$ cat src/rtl/muxn_stream.sv
`timescale 1ns/1ps
// -----------------------------------------------------------------------------
// muxn_stream
//
// N-input, WIDTH-bit stream multiplexer. Every input and the output use a
// valid/ready handshake. One output register sits between the inputs and the
// output, so a word appears at y one cycle after its input transfer. There is
// no combinational path from in_data to y.
//
// The source is chosen in one of two ways:
//   mode = 0 : fixed select. Channel sel is granted when it is valid. Every
//              other channel stalls.
//   mode = 1 : round-robin. The search starts at (last + 1) mod N and wraps.
//              last is the most recently granted channel, whichever mode
//              granted it.
//
// Parameters
//   WIDTH     data width of each channel and of y
//   N         number of input channels (N >= 2); SW = $clog2(N)
//
// Ports
//   clk       rising-edge clock
//   rst       synchronous, active-high reset
//   mode      0 = fixed select, 1 = round-robin
//   sel       channel index used when mode = 0
//   in_data   packed channel data; channel i is in_data[i*WIDTH +: WIDTH]
//   in_valid  per-channel valid
//   in_ready  per-channel ready (combinational, at most one bit high)
//   y         registered output data
//   y_valid   registered output valid
//   y_ready   downstream ready
//   y_src     registered index of the channel that produced y
//   xfer_cnt  saturating 16-bit count of output transfers. This port exists
//             only when MUXN_STREAM_XFER_CNT_EN is defined.
//
// Optional feature macro: MUXN_STREAM_XFER_CNT_EN
// -----------------------------------------------------------------------------
module muxn_stream #(
    parameter  int WIDTH = 8,
    parameter  int N     = 4,
    localparam int SW    = $clog2(N)
) (
    input  logic               clk,
    input  logic               rst,
    input  logic               mode,
    input  logic [SW-1:0]      sel,
    input  logic [N*WIDTH-1:0] in_data,
    input  logic [N-1:0]       in_valid,
    output logic [N-1:0]       in_ready,
    output logic [WIDTH-1:0]   y,
    output logic               y_valid,
    input  logic               y_ready,
    output logic [SW-1:0]      y_src
`ifdef MUXN_STREAM_XFER_CNT_EN
    ,
    output logic [15:0]        xfer_cnt
`endif
);

    logic             load;        // the output register may take a word this cycle
    logic             granted;     // some channel wins arbitration this cycle
    logic [SW-1:0]    grant_idx;   // the winning channel
    logic [WIDTH-1:0] grant_data;  // data of the winning channel
    logic [SW-1:0]    last;        // most recently granted channel

    // The register is empty, or its current word leaves on this edge.
    assign load = !y_valid || y_ready;

    // -------------------------------------------------------------------------
    // Arbitration
    // -------------------------------------------------------------------------
    always_comb begin : arbitrate
        int            cand;
        logic [SW-1:0] cand_idx;
        // NOTE: every variable written here gets a default before any branch,
        // so no path can leave a value unassigned. That rules out inferred latches.
        granted   = 1'b0;
        grant_idx = '0;
        cand      = 0;
        cand_idx  = '0;

        if (!mode) begin
            for (int i = 0; i < N; i++) begin
                if (sel == SW'(i) && in_valid[i]) begin
                    granted   = 1'b1;
                    grant_idx = SW'(i);
                end
            end
        end else begin
            // Walk the offsets from lowest priority (N) to highest priority (1).
            // A later hit overwrites an earlier one, so the nearest valid
            // channel after last is the one that wins.
            for (int k = N; k >= 1; k--) begin
                cand = int'(last) + k;
                if (cand >= N) begin
                    cand = cand - N;
                end
                cand_idx = SW'(cand);
                if (in_valid[cand_idx]) begin
                    granted   = 1'b1;
                    grant_idx = cand_idx;
                end
            end
        end
    end

    // Handshake back to the sources, and the data mux into the register.
    always_comb begin : steer
        in_ready   = '0;
        grant_data = '0;
        for (int i = 0; i < N; i++) begin
            if (grant_idx == SW'(i)) begin
                grant_data = in_data[i*WIDTH +: WIDTH];
                in_ready[i] = !rst && load && granted;
            end
        end
    end

    // -------------------------------------------------------------------------
    // Output register and round-robin pointer
    // -------------------------------------------------------------------------
    // NOTE: sequential state is assigned with non-blocking (<=) only. Every
    // register then samples the values from before the edge, whatever order
    // the statements are in.
    always_ff @(posedge clk) begin
        if (rst) begin
            y       <= '0;
            y_valid <= 1'b0;
            y_src   <= '0;
            last    <= SW'(N - 1);  // the first round-robin search starts at channel 0
        end else if (load) begin
            if (granted) begin
                y       <= grant_data;
                y_src   <= grant_idx;
                y_valid <= 1'b1;
                last    <= grant_idx;
            end else begin
                // The register is empty now; y and y_src keep their stale contents.
                y_valid <= 1'b0;
            end
        end
    end

`ifdef MUXN_STREAM_XFER_CNT_EN
    // -------------------------------------------------------------------------
    // Output transfer counter, saturating at 16'hFFFF
    // -------------------------------------------------------------------------
    always_ff @(posedge clk) begin
        if (rst) begin
            xfer_cnt <= '0;
        end else if (y_valid && y_ready && xfer_cnt != 16'hFFFF) begin
            xfer_cnt <= xfer_cnt + 16'd1;
        end
    end
`endif

endmodule
$ cat config.mk
export PLATFORM = sky130hd
export DESIGN_NAME = muxn_stream
export DESIGN_NICKNAME = d
export VERILOG_FILES = /design/src/rtl/muxn_stream.sv
export SDC_FILE = /design/constraint.sdc
export NUM_CORES = 1
export LEC_CHECK = 0
export ABC_AREA = 0
export CORE_AREA = 2 2 50 57
export CTS_BUF_LIST = sky130_fd_sc_hd__clkbuf_16
export CTS_CLUSTER_DIAMETER = 30
export DETAILED_ROUTE_END_ITERATION = 8
export DIE_AREA = 0 0 52 59
export PLACE_DENSITY = 0.83
export SETUP_SLACK_MARGIN = 0.5
export SLEW_MARGIN = 20
export SYNTH_ARGS = -nofsm -noshare
export SYNTH_HDL_FRONTEND = slang
export SYNTH_SLANG_ARGS = --single-unit
$ cat constraint.sdc
create_clock -name clk -period 4.53 [get_ports clk]
set_input_delay 0.906 -clock clk [delete_from_list [all_inputs] [get_ports clk]]
set_output_delay 0.906 -clock clk [all_outputs]
set_load 0.03 [all_outputs]
==> summary.md, run 1 <==
| Metric | Value |
|---|---|
| Final-report max-slew violation count | 0 |
| Total net switching power | 0.143 mW |
| Worst-path cell with the longest stage delay | sky130_fd_sc_hd__clkdlybuf4s50_1 |
| Gate power share | 0.389 |
| Reg power frac | 0.288 |
| Static leakage | around 0.67 nW |
| Xor/xnor share of the synthesized area | 0 |
| Part of the power in the clock network | 0.323 |
| Number of global-route vias before repair | 967 |
| Worst Hold Class | flip-flop to flip-flop |
| Initial core utilization | 0.378 |
| Crit path buf inv count | 2 |
| Adder-Cell Fraction of Synth Area | 0 |
| Total core area | around 0.0024 mm2 |
| N_diodes | 0 |
| PwrDens | 300 mW/mm2 |
| Fmax | 254 MHz |
| Mux share of post-synthesis cell area | 0.246 |
| Post-synthesis simple-gate area fraction | 0.205 |
| Average footprint of a synthesized cell | between 10 and 15 um2 |
| Kind of start point of the critical path | input port |
| Number of antenna violations at the first check in global routing | 0 |
| Floorplan die area | 0.00307 mm2 |
| Area of all placed cells without fillers | between 0.0015 and 0.002 mm2 |
| Horiz. Die Dim | around 52 um |
| Most used cells in the layout excluding fill and tap cells | sky130_fd_sc_hd__clkdlybuf4s50_1 (52), sky130_fd_sc_hd__mux2i_1 (19), sky130_fd_sc_hd__dfxtp_1 (13) |
| Detailed Route Iter0 Violations | 16 |
| Dominant combinational cell family by area after synthesis | multiplexers |
| CP top delay family | buffers and inverters |
| Global router's overall resource usage | 0.191 |
| Average wire length per cell after detail routing | 14.9 um |
| Clock Tree Root | sky130_fd_sc_hd__clkbuf_16 |
| Post-synth EDFFs | 0 |
| Post-placement worst setup slack | 225 ps |
| Type of the setup path with the least slack | input port to output pin |
| Placement Cell Area | 0.00153 mm2 |
| Slew headroom | 0.724 |
| Routed vias | 992 |
| Compound-gate portion of the synthesized area | 0.216 |
| Standard-cell row count | 19 |
| Worst Setup Slack, final | approximately 600 ps |
| Fraction of registers with async set or reset after synthesis | 0 |
| Number of max-cap violations | 0 |
| Source-to-sink clock delay at the later pin of the worst-skew pair | 240 ps |
| Part of the cycle the worst path needs | 0.868 |
| Worst voltage drop across the vdd grid | between 200 and 250 uV |
| Clock Path Buffers | 2 |
| Share of layout cells above drive strength 1 | 0.168 |
| Die outline height | 59 um |
| Vias per std cell | 5.33 |
| TritonCTS clock tree | yes |
| First-pass GRT wire length | about 4.4 mm |
| Number of primary I/O pins | 57 |
| Worst slew pin tran | 413 ps |
| Maximum single-stage delay on the critical path | 590 ps |
| Run status | completed |
| Final WL | approximately 2.8 mm |
| Kind of end point of the critical path | output pin |
| Worst Clk Skew | between 1.5 and 2 ps |
| WP data required | 3620 ps |
| Mapped Area | just over 900 um2 |
| Post-layout power | around 0.49 mW |
| Quantity of hold-fixing buffers added after cts | 0 |
| Cell count after synthesis | 92 |
| Most common cell after layout, fill and taps aside | sky130_fd_sc_hd__clkdlybuf4s50_1 |
| Final count of negative-setup-slack endpoints | 0 |
| TritonCTS buffer count | 3 |
| Number of warnings reported in the yosys synthesis log | 0 |
| Clock-pin transition on the worst setup and hold timing paths | 40 ps |
| Final non-filler cell total | approximately 190 |
| CTS Sinks | 13 |
| RSZ-0062 raised after global routing | false |
| Primary FF master, synth | sky130_fd_sc_hd__dfxtp_1 |
| Unique masters post-synth | 30 |
| Remaining antenna violation count after routing | 0 |
| DRC violations left | 0 |
| Crit-path cells | clkdlybuf4s50_1, nor3b_1, a311oi_1, a32o_1, or3_1, nor2_1, dlygate4sd2_1 |
| CTS HTree Levels | 1 |
| Number of placed instances, taps included | 178 |
| Detailed-placement wirelength estimate | ~2.2 mm |
| Synth Register Bits | 13 |
| Total of buffers placed on input and output ports | 56 |
| Pint | 0.346 mW |
| Final RePlAce weighted congestion | 0.832 |
| Critical path data arrival time | approximately 3000 ps |
| Total congestion overflow | 0 |
| Endpoints failing hold | 0 |
| Tmin final | 3930 ps |
| Syn Nets | between 100 and 150 |
| Number of nets in the layout | 198 |
| Proportion of synthesized chip area in sequential cells | 0.281 |
| Sum of negative setup slack | 0 ps |
| Crit-path max FO | 7 |
| Number of detailed-route iterations in the first pass | 4 |
| Proportion of total power due to net switching | 0.292 |
| Layout overhead on the synthesized area | 75.7% |
| Maximum number of pins on one net before global-route repair | 17 |
synthesized netlist by cell type (2+ instances only):
master                     instances  area share
sky130_fd_sc_hd__a21oi_1           3       0.016
sky130_fd_sc_hd__buf_2             2       0.011
sky130_fd_sc_hd__clkbuf_1          2      0.0081
sky130_fd_sc_hd__dfxtp_1          13        0.28
sky130_fd_sc_hd__inv_1             3       0.012
sky130_fd_sc_hd__mux2i_1          19        0.21
sky130_fd_sc_hd__nand2_1           2      0.0081
sky130_fd_sc_hd__nand2b_1          3       0.020
sky130_fd_sc_hd__nand3b_1          8       0.065
sky130_fd_sc_hd__nor2_1            3       0.012
sky130_fd_sc_hd__nor2b_1           6       0.041
sky130_fd_sc_hd__o21ai_0           2       0.011
sky130_fd_sc_hd__o221ai_1          2       0.019
sky130_fd_sc_hd__o221ai_2          8        0.13
metal layers:
layer | GRT usage | vias to the layer above | wire length (um)
li1 | - | 480 | -
met5 | 0 | - | 0
met4 | 0.0902 | 0 | 25
met1 | 0.225 | 454 | 1180
met3 | 0.0530 | 2 | 327
met2 | 0.316 | 56 | 1240
final cells by class:
class	count	area (um2)
fill	197	822
tap	31	38.8
clock inverter	1	3.75
sequential	13	260
inverter	3	11.3
multi-input combinational	70	622
timing repair buffer	65	616
clock buffer	3	75.1
final timing paths:
| check | start | endpoint | slack, ps | cells past startpoint |
|---|---|---|---|---|
| hold / removal | y_src[0] | y_src[0] | 460 | 2 |
| setup reg to reg | last[1] | y[2] | 2620 | 6 |
| setup / recovery | in_valid[1] | in_ready[1] | 600 | 7 |
| hold reg to reg | y_src[0] | y_src[0] | 460 | 2 |
flip-flops by register name (all words and copies together), names as in the netlist:
name	cells
last	2
y	8
y_src	2
y_valid	1
per-stage QoR:
| stage | util | hold WS, ps |
|---|---|---|
| floorplan | - | 527 |
| global placement | 0.625 | 449 |
| detailed placement | 0.625 | 452 |
| CTS | 0.655 | 458 |
| global route | 0.664 | 478 |
| finish | 0.664 | 458 |
kinds of logic (layout without fill, tap and decap cells):
logic type	count (synthesis)	after routing
and+or+nand+nor	29	29
muxes	21	21
AOI/OAI and AO/OA	20	20
DFF	13	13
buffers and inverters	9	72
power by group through the flow:
stage | combinational (mW) | clock [mW] | sequential [mW]
6_report | 0.190 | 0.158 | 0.141
5_1_grt | 0.203 | 0.169 | 0.142
4_1_cts | 0.185 | 0.160 | 0.140
3_5_place_dp | 0.186 | 0 | 0.142
3_3_place_gp | 0.181 | 0 | 0.141
2_1_floorplan | 0.0763 | 0 | 0.166
worst reg2reg max path, delay by kind of cell (launching register included):
| family | cells | cell delay (ps) |
|---|---|---|
| AOI/OAI and AO/OA | 3 | 680 |
| and+or+nand+nor | 2 | 520 |
| DFF | 1 | 450 |
| buffers and inverters | 1 | 190 |
what timing repair did:
action                                  in CTS  in global routing
cloned                                       0                  0
setup buffers                                0                  4
gates resized for setup                      4                  4
endpoints found under the setup margin       4                  4
pin swaps                                    0                  0
Power figures use the tool's default switching activity.
==> run 2: changes to the inputs <==
CORE_AREA = 5 5 53 60   (was 2 2 50 57)
DIE_AREA = 0 0 58 65   (was 0 0 52 59)
RECOVER_POWER = 25   (was unset)
==> run 2 against run 1 <==
Sequential share of layout area grew 0.30 points. Critical path depth is the same. Hold slack gained 29 ps. Count of clock-buffer cells in the layout is the same. First-iteration DRC count shrank 69%. Fmax grew 0.32%. Die area grew 23%. Clock power is essentially flat. Non-clock buffer count shrank 5. Power shrank 2.1%. Critical path type unchanged. Sequential power is essentially flat.
==> summary.md, run 2 (synthesized netlist as in run 1, its figures left out) <==
| Metric | Value |
|---|---|
| Run status | completed |
| Critical path data arrival time | 3010 ps (-20 ps) |
| RSZ-0062 raised after global routing | false |
| N_diodes | 0 (unchanged) |
| Initial core utilization | 0.356 (-0.0224) |
| Most used cells in the layout excluding fill and tap cells | sky130_fd_sc_hd__clkdlybuf4s50_1 (45), sky130_fd_sc_hd__mux2i_1 (19), sky130_fd_sc_hd__dfxtp_1 (13) |
| First-pass GRT wire length | 4.38 mm (+0.16%) |
| Final WL | 2.73 mm (-1.7%) |
| DRC violations left | 0 (unchanged) |
| Detailed-placement wirelength estimate | 2.29 mm (+4.2%) |
| Kind of end point of the critical path | output pin |
| Part of the power in the clock network | 0.334 (+0.011) |
| Startpoint of the worst register-to-register path | last[1] |
| Vias per std cell | 5.14 (-3.6%) |
| TritonCTS clock tree | yes |
| Horiz. Die Dim | 58 um (+12%) |
| PwrDens | 299 mW/mm2 (-0.25%) |
| Number of detailed-route iterations in the first pass | 3 (-1) |
| Final RePlAce weighted congestion | 0.876 (+5.3%) |
| Worst Hold Class | flip-flop to flip-flop |
| Remaining antenna violation count after routing | 0 (unchanged) |
| Total congestion overflow | 0 (unchanged) |
| Maximum number of pins on one net before global-route repair | 17 (unchanged) |
| Number of global-route vias before repair | 964 (-0.31%) |
| Source-to-sink clock delay at the later pin of the worst-skew pair | 240 ps (about the same) |
| Quantity of hold-fixing buffers added after cts | 0 (unchanged) |
| Layout overhead on the synthesized area | 72.4% |
| Worst Setup SP | in_valid[3] |
| Average wire length per cell after detail routing | 14.9 um (-0.12%) |
| Endpoints failing hold | 0 (unchanged) |
| TritonCTS buffer count | 3 (unchanged) |
| Reg-to-reg critical path endpoint | y[7] |
| Kind of start point of the critical path | input port |
| Die outline height | 65 um (+10%) |
| CTS HTree Levels | 1 (unchanged) |
| Static leakage | 0.662 nW (-1.1%) |
| Floorplan die area | 0.00377 mm2 (+23%) |
| Fmax | 255 MHz (+0.32%) |
| Worst setup endpoint | in_ready[3] |
| Detailed Route Iter0 Violations | 5 (-11) |
| Final non-filler cell total | 183 (-1.6%) |
| Total of buffers placed on input and output ports | 56 (unchanged) |
| Fill count | 234 (+19%) |
| CTS Sinks | 13 (unchanged) |
| R2R cell count | 6 (unchanged) |
| Worst voltage drop across the vdd grid | 173 uV (-20%) |
| Type of the setup path with the least slack | input port to output pin |
| FF+latch area | 260 um2 (unchanged) |
| Standard-cell row count | 20 (+1) |
| Worst slew pin tran | 407 ps (-6.30 ps) |
| Routed vias | 941 (-5.1%) |
| Worst Clk Skew | 0.962 ps (-0.789 ps) |
| Reg power frac | 0.293 (+0.005) |
| Final count of negative-setup-slack endpoints | 0 (unchanged) |
| Proportion of total power due to net switching | 0.294 (+0.00236) |
| Part of the cycle the worst path needs | 0.866 (-0.00281) |
| Clock-pin transition on the worst setup and hold timing paths | 40 ps (about the same) |
| Number of primary I/O pins | 57 (unchanged) |
| Gate power share | 0.373 (-0.016) |
| Total net switching power | 0.141 mW (-1.3%) |
| WP data required | 3620 ps (about the same) |
| Clock Tree Root | sky130_fd_sc_hd__clkbuf_16 |
| Tmin final | 3920 ps (-12.7 ps) |
| Pint | 0.337 mW (-2.4%) |
| Total core area | 0.00260 mm2 (+6.3%) |
| Slew headroom | 0.728 (+0.00422) |
| Clock Path Buffers | 2 (unchanged) |
| Biggest regs | y x8, last x2, y_src x2 |
| Global router's overall resource usage | 0.150 (-0.0408) |
| Number of max-cap violations | 0 (unchanged) |
| Largest register FFs | 8 (unchanged) |
| Crit-path max FO | 8 (+1) |
| Share of layout cells above drive strength 1 | 0.133 (-0.0344) |
| Largest register by flop count | y |
| Sum of negative setup slack | 0 ps (unchanged) |
| Number of placed instances, taps included | 179 (+0.56%) |
| Final-report max-slew violation count | 0 (unchanged) |
| Flop-to-flop setup slack | 2630 ps (about the same) |
| Number of nets in the layout | 193 (-2.5%) |
| Most common cell after layout, fill and taps aside | sky130_fd_sc_hd__clkdlybuf4s50_1 |
| Area occupied by multi-input gates | 622 um2 (unchanged) |
| Number of antenna violations at the first check in global routing | 0 (unchanged) |
## run 2: cell types whose count changed in the layout (fill, tap and decap cells not counted), sizes merged
cell,change
buf,-5
clkbuf,-1
clkdlybuf4s15,+1
clkdlybuf4s50,-7
dlygate4sd3,+7
## run 2: repair_timing
| action | CTS | global route |
|---|---|---|
| setup buffers | 0 | 0 |
| gates resized for setup | 4 | 3 |
| endpoints found under the setup margin | 4 | 2 |
| endpoints found under the hold margin | 0 | 0 |
## run 2: area by class of cell
cell class	instances	share of cell area
repair buffers	60	0.365
clock buffers	3	0.0470
flip-flops and latches	13	0.163
multi-input cells	70	0.389
clock inverters	1	0.00235
inverters	3	0.00705
well taps	33	0.0259
## run 2: per-stage QoR
| stage | instance area [um2] | setup WS [ps] | hold WS, ps | total power, mW | utilization |
|---|---|---|---|---|---|
| 2_1_floorplan | 926 | 1180 | 527 | 0.243 | - |
| 3_3_place_gp | 1530 | 386 | 443 | 0.321 | 0.586 |
| 3_5_place_dp | 1530 | 262 | 452 | 0.326 | 0.586 |
| 4_1_cts | 1600 | 547 | 490 | 0.490 | 0.614 |
| 5_1_grt | 1600 | 502 | 512 | 0.501 | 0.613 |
| 6_report | 1600 | 609 | 487 | 0.478 | 0.613 |
## run 2: worst max-delay path, stage by stage
cell                              delay, ps
sky130_fd_sc_hd__clkdlybuf4s50_1        600
sky130_fd_sc_hd__o21ai_0                150
sky130_fd_sc_hd__a311oi_1               290
sky130_fd_sc_hd__a32o_1                 210
sky130_fd_sc_hd__or3b_1                 390
sky130_fd_sc_hd__nor2_1                 100
sky130_fd_sc_hd__clkdlybuf4s15_1        370
## run 2: worst min-delay path by stage
stage / slack [ps] / startpoint / end / cells past startpoint
global route: 510 / y[6] / y[6] / 2
global placement: 440 / y_src[0] / y_src[0] / 2
floorplan: 530 / last[0] / last[0] / 2
CTS: 490 / y_src[0] / y_src[0] / 2
detailed placement: 450 / y_src[0] / y_src[0] / 2
finish: 490 / y_src[0] / y_src[0] / 2
## run 2: routing by layer
layer | vias up | share of wire | global-route usage
met5 | - | 0 | 0
met4 | 0 | 0.018 | 0.0609
met3 | 7 | 0.10 | 0.0618
met2 | 37 | 0.53 | 0.266
met1 | 427 | 0.35 | 0.153
li1 | 470 | - | -
## run 2: power groups by stage
stage / Clock, mW / Sequential [mW] / Combinational (mW)
floorplan: 0 / 0.166 / 0.0763
global placement: 0 / 0.141 / 0.180
detailed placement: 0 / 0.142 / 0.184
CTS: 0.166 / 0.140 / 0.183
global route: 0.168 / 0.143 / 0.191
finish: 0.160 / 0.140 / 0.178
==> run 3: changes to the inputs <==
clock period = 4.9 ns   (was 4.53 ns; I/O delays follow)
==> run 3 against run 2 <==
Core utilization is 0.67 points higher. Critical endpoint is now in_ready[2]. Sequential power is 7% lower. Largest cell class unchanged. Critical path depth stayed put. Flip-flop and latch count stayed put. Cell count is 0.55% lower. Combinational power is 7% lower. Highest routed layer unchanged. Clock skew is 0.57 ps higher. Sequential share of layout area is 0.18 points lower.
==> summary.md, run 3 (synthesized netlist as in run 1, its figures left out) <==
| Metric | Value |
|---|---|
| Total core area | 0.00260 mm2 (unchanged) |
| Endpoints failing hold | 0 (unchanged) |
| Worst slew pin tran | 441 ps (+34.5 ps) |
| Worst voltage drop across the vdd grid | 203 uV (+17%) |
| Run status | completed |
| Horiz. Die Dim | 58 um (unchanged) |
| Largest register FFs | 8 (unchanged) |
| Worst-path cell with the longest stage delay | sky130_fd_sc_hd__clkdlybuf4s50_1 |
| Average wire length per cell after detail routing | 15.2 um (+1.8%) |
| Worst Clk Skew | 1.53 ps (+0.568 ps) |
| Final RePlAce weighted congestion | 0.856 (-2.3%) |
| Proportion of total power due to net switching | 0.296 (+0.00120) |
| Routed vias | 937 (-0.43%) |
| Total net switching power | 0.131 mW (-6.8%) |
| Kind of end point of the critical path | output pin |
| Number of global-route vias before repair | 973 (+0.93%) |
| Floorplan die area | 0.00377 mm2 (unchanged) |
| Tmin final | 4030 ps |
| Standard-cell row count | 20 (unchanged) |
| Number of max-cap violations | 0 (unchanged) |
| Final-report max-slew violation count | 0 (unchanged) |
| Sum of negative setup slack | 0 ps (unchanged) |
| Number of primary I/O pins | 57 (unchanged) |
| Global router's overall resource usage | 0.152 (+0.00261) |
| Maximum number of pins on one net before global-route repair | 17 (unchanged) |
| Final count of negative-setup-slack endpoints | 0 (unchanged) |
| Part of the cycle the worst path needs | 0.822 |
| Most common cell after layout, fill and taps aside | sky130_fd_sc_hd__clkdlybuf4s50_1 |
| Source-to-sink clock delay at the later pin of the worst-skew pair | 240 ps (about the same) |
| RSZ-0062 raised after global routing | false |
| CTS Sinks | 13 (unchanged) |
| Final WL | 2.77 mm (+1.3%) |
| Die outline height | 65 um (unchanged) |
| Number of nets in the layout | 192 (-0.52%) |
| Kind of start point of the critical path | input port |
| Vias per std cell | 5.15 (+0.12%) |
| Detailed Route Iter0 Violations | 22 (+17) |
| TritonCTS clock tree | yes |
| Crit-path max FO | 8 (unchanged) |
| Number of placed instances, taps included | 178 (-0.56%) |
| TritonCTS buffer count | 3 (unchanged) |
| Initial core utilization | 0.356 (unchanged) |
| Detailed-placement wirelength estimate | 2.27 mm (-0.74%) |
| Part of the power in the clock network | 0.334 (about the same) |
| Slew headroom | 0.705 (-0.0233) |
| Clock Tree Root | sky130_fd_sc_hd__clkbuf_16 |
| Critical path data arrival time | 3050 ps (+40 ps) |
| Quantity of hold-fixing buffers added after cts | 0 (unchanged) |
| Remaining antenna violation count after routing | 0 (unchanged) |
| Share of layout cells above drive strength 1 | 0.121 (-0.0125) |
| Crit-path cells | clkdlybuf4s50_1, o21ai_0, a311oi_1, a32o_1, or3b_1, nor2b_1, dlymetal6s2s_1 |
| Number of antenna violations at the first check in global routing | 0 (unchanged) |
| Static leakage | 0.716 nW (+8.1%) |
| CTS HTree Levels | 1 (unchanged) |
| Gate power share | 0.373 (about the same) |
| DRC violations left | 0 (unchanged) |
| Clock Path Buffers | 2 (unchanged) |
| Total congestion overflow | 0 (unchanged) |
| Biggest regs | y x8, last x2, y_src x2 |
| Pint | 0.313 mW (-7.4%) |
| First-pass GRT wire length | 4.47 mm (+2.1%) |
| N_diodes | 0 (unchanged) |
| Final non-filler cell total | 182 (-0.55%) |
| Worst Hold Class | flip-flop to flip-flop |
| Number of detailed-route iterations in the first pass | 2 (-1) |
| # Post-CTS Setup Buffers | 0 (unchanged) |
| Most used cells in the layout excluding fill and tap cells | sky130_fd_sc_hd__clkdlybuf4s50_1 (45), sky130_fd_sc_hd__mux2i_1 (19), sky130_fd_sc_hd__dfxtp_1 (13) |
| Maximum single-stage delay on the critical path | 590 ps (about the same) |
| Fmax | 248 MHz |
| Largest register by flop count | y |
| Clock-pin transition on the worst setup and hold timing paths | 40 ps (about the same) |
| Type of the setup path with the least slack | input port to output pin |
| Layout overhead on the synthesized area | 74.3% |
| PwrDens | 275 mW/mm2 (-8.2%) |
| WP data required | 3920 ps (+300 ps) |
| Reg power frac | 0.292 (about the same) |
| Total of buffers placed on input and output ports | 56 (unchanged) |
==> run 3: cell types whose count changed in the layout (fill, tap and decap cells not counted) <==
| cell | previous run | this run |
|---|---|---|
| sky130_fd_sc_hd__o21ai_4 | 0 | 1 |
| sky130_fd_sc_hd__clkbuf_2 | 1 | 0 |
| sky130_fd_sc_hd__buf_4 | 4 | 3 |
| sky130_fd_sc_hd__dlymetal6s2s_1 | 0 | 4 |
| sky130_fd_sc_hd__o21ai_2 | 1 | 0 |
| sky130_fd_sc_hd__dlygate4sd2_1 | 2 | 0 |
| sky130_fd_sc_hd__clkdlybuf4s15_1 | 1 | 0 |
==> run 3: path summary, 6_finish.rpt <==
kind,from,end,slack (ps),cells past startpoint
worst max-delay path,in_valid[3],in_ready[2],870,7
worst min-delay path,y_src[0],y_src[0],450,2
worst max register to register,last[1],y[7],2770,6
worst min register to register,y_src[0],y_src[0],450,2
==> run 3: metrics by stage <==
stage	utilization	setup WS [ps]	total power [mW]	hold WS (ps)	cell area [um2]
3_3_place_gp	0.583	598	0.295	443	1520
5_1_grt	0.620	763	0.467	495	1610
6_report	0.620	871	0.444	455	1610
3_5_place_dp	0.583	503	0.300	455	1520
4_1_cts	0.613	503	0.450	460	1600
2_1_floorplan	-	1410	0.224	527	926
==> run 3: power by group through the flow <==
stage	Sequential, mW	Clock [mW]	Combinational [mW]
floorplan	0.154	0	0.0705
finish	0.130	0.148	0.166
detailed placement	0.132	0	0.169
global route	0.131	0.158	0.178
CTS	0.130	0.151	0.170
global placement	0.131	0	0.165
==> run 3: area by class of cell <==
cell class              instances  area [um2]
clock buffers                   3        75.1
multi-input cells              70         629
well taps                      33        41.3
flip-flops and latches         13         260
inverters                       3        11.3
repair buffers                 59         593
fillers                       238         988
clock inverters                 1        3.75
==> run 3: per-layer routing <==
| metal | vias to the layer above | global-route usage | wire length [um] |
|---|---|---|---|
| met5 | - | 0 | 0 |
| met4 | 0 | 0.0522 | 23 |
| met3 | 4 | 0.0598 | 247 |
| met2 | 34 | 0.280 | 1490 |
| met1 | 433 | 0.153 | 1000 |
| li1 | 466 | - | - |
==> run 3: worst max-delay path: cells and delay by family <==
| family | cells | cell delay, ps |
|---|---|---|
| buffers and inverters | 2 | 910 |
| AOI/OAI and AO/OA | 3 | 620 |
| and+or+nand+nor | 2 | 540 |
==> run 3: what timing repair did <==
action | CTS | global route
resized for setup | 0 | 5
endpoints found under the hold margin | 0 | 0
setup endpoints to repair | 0 | 4
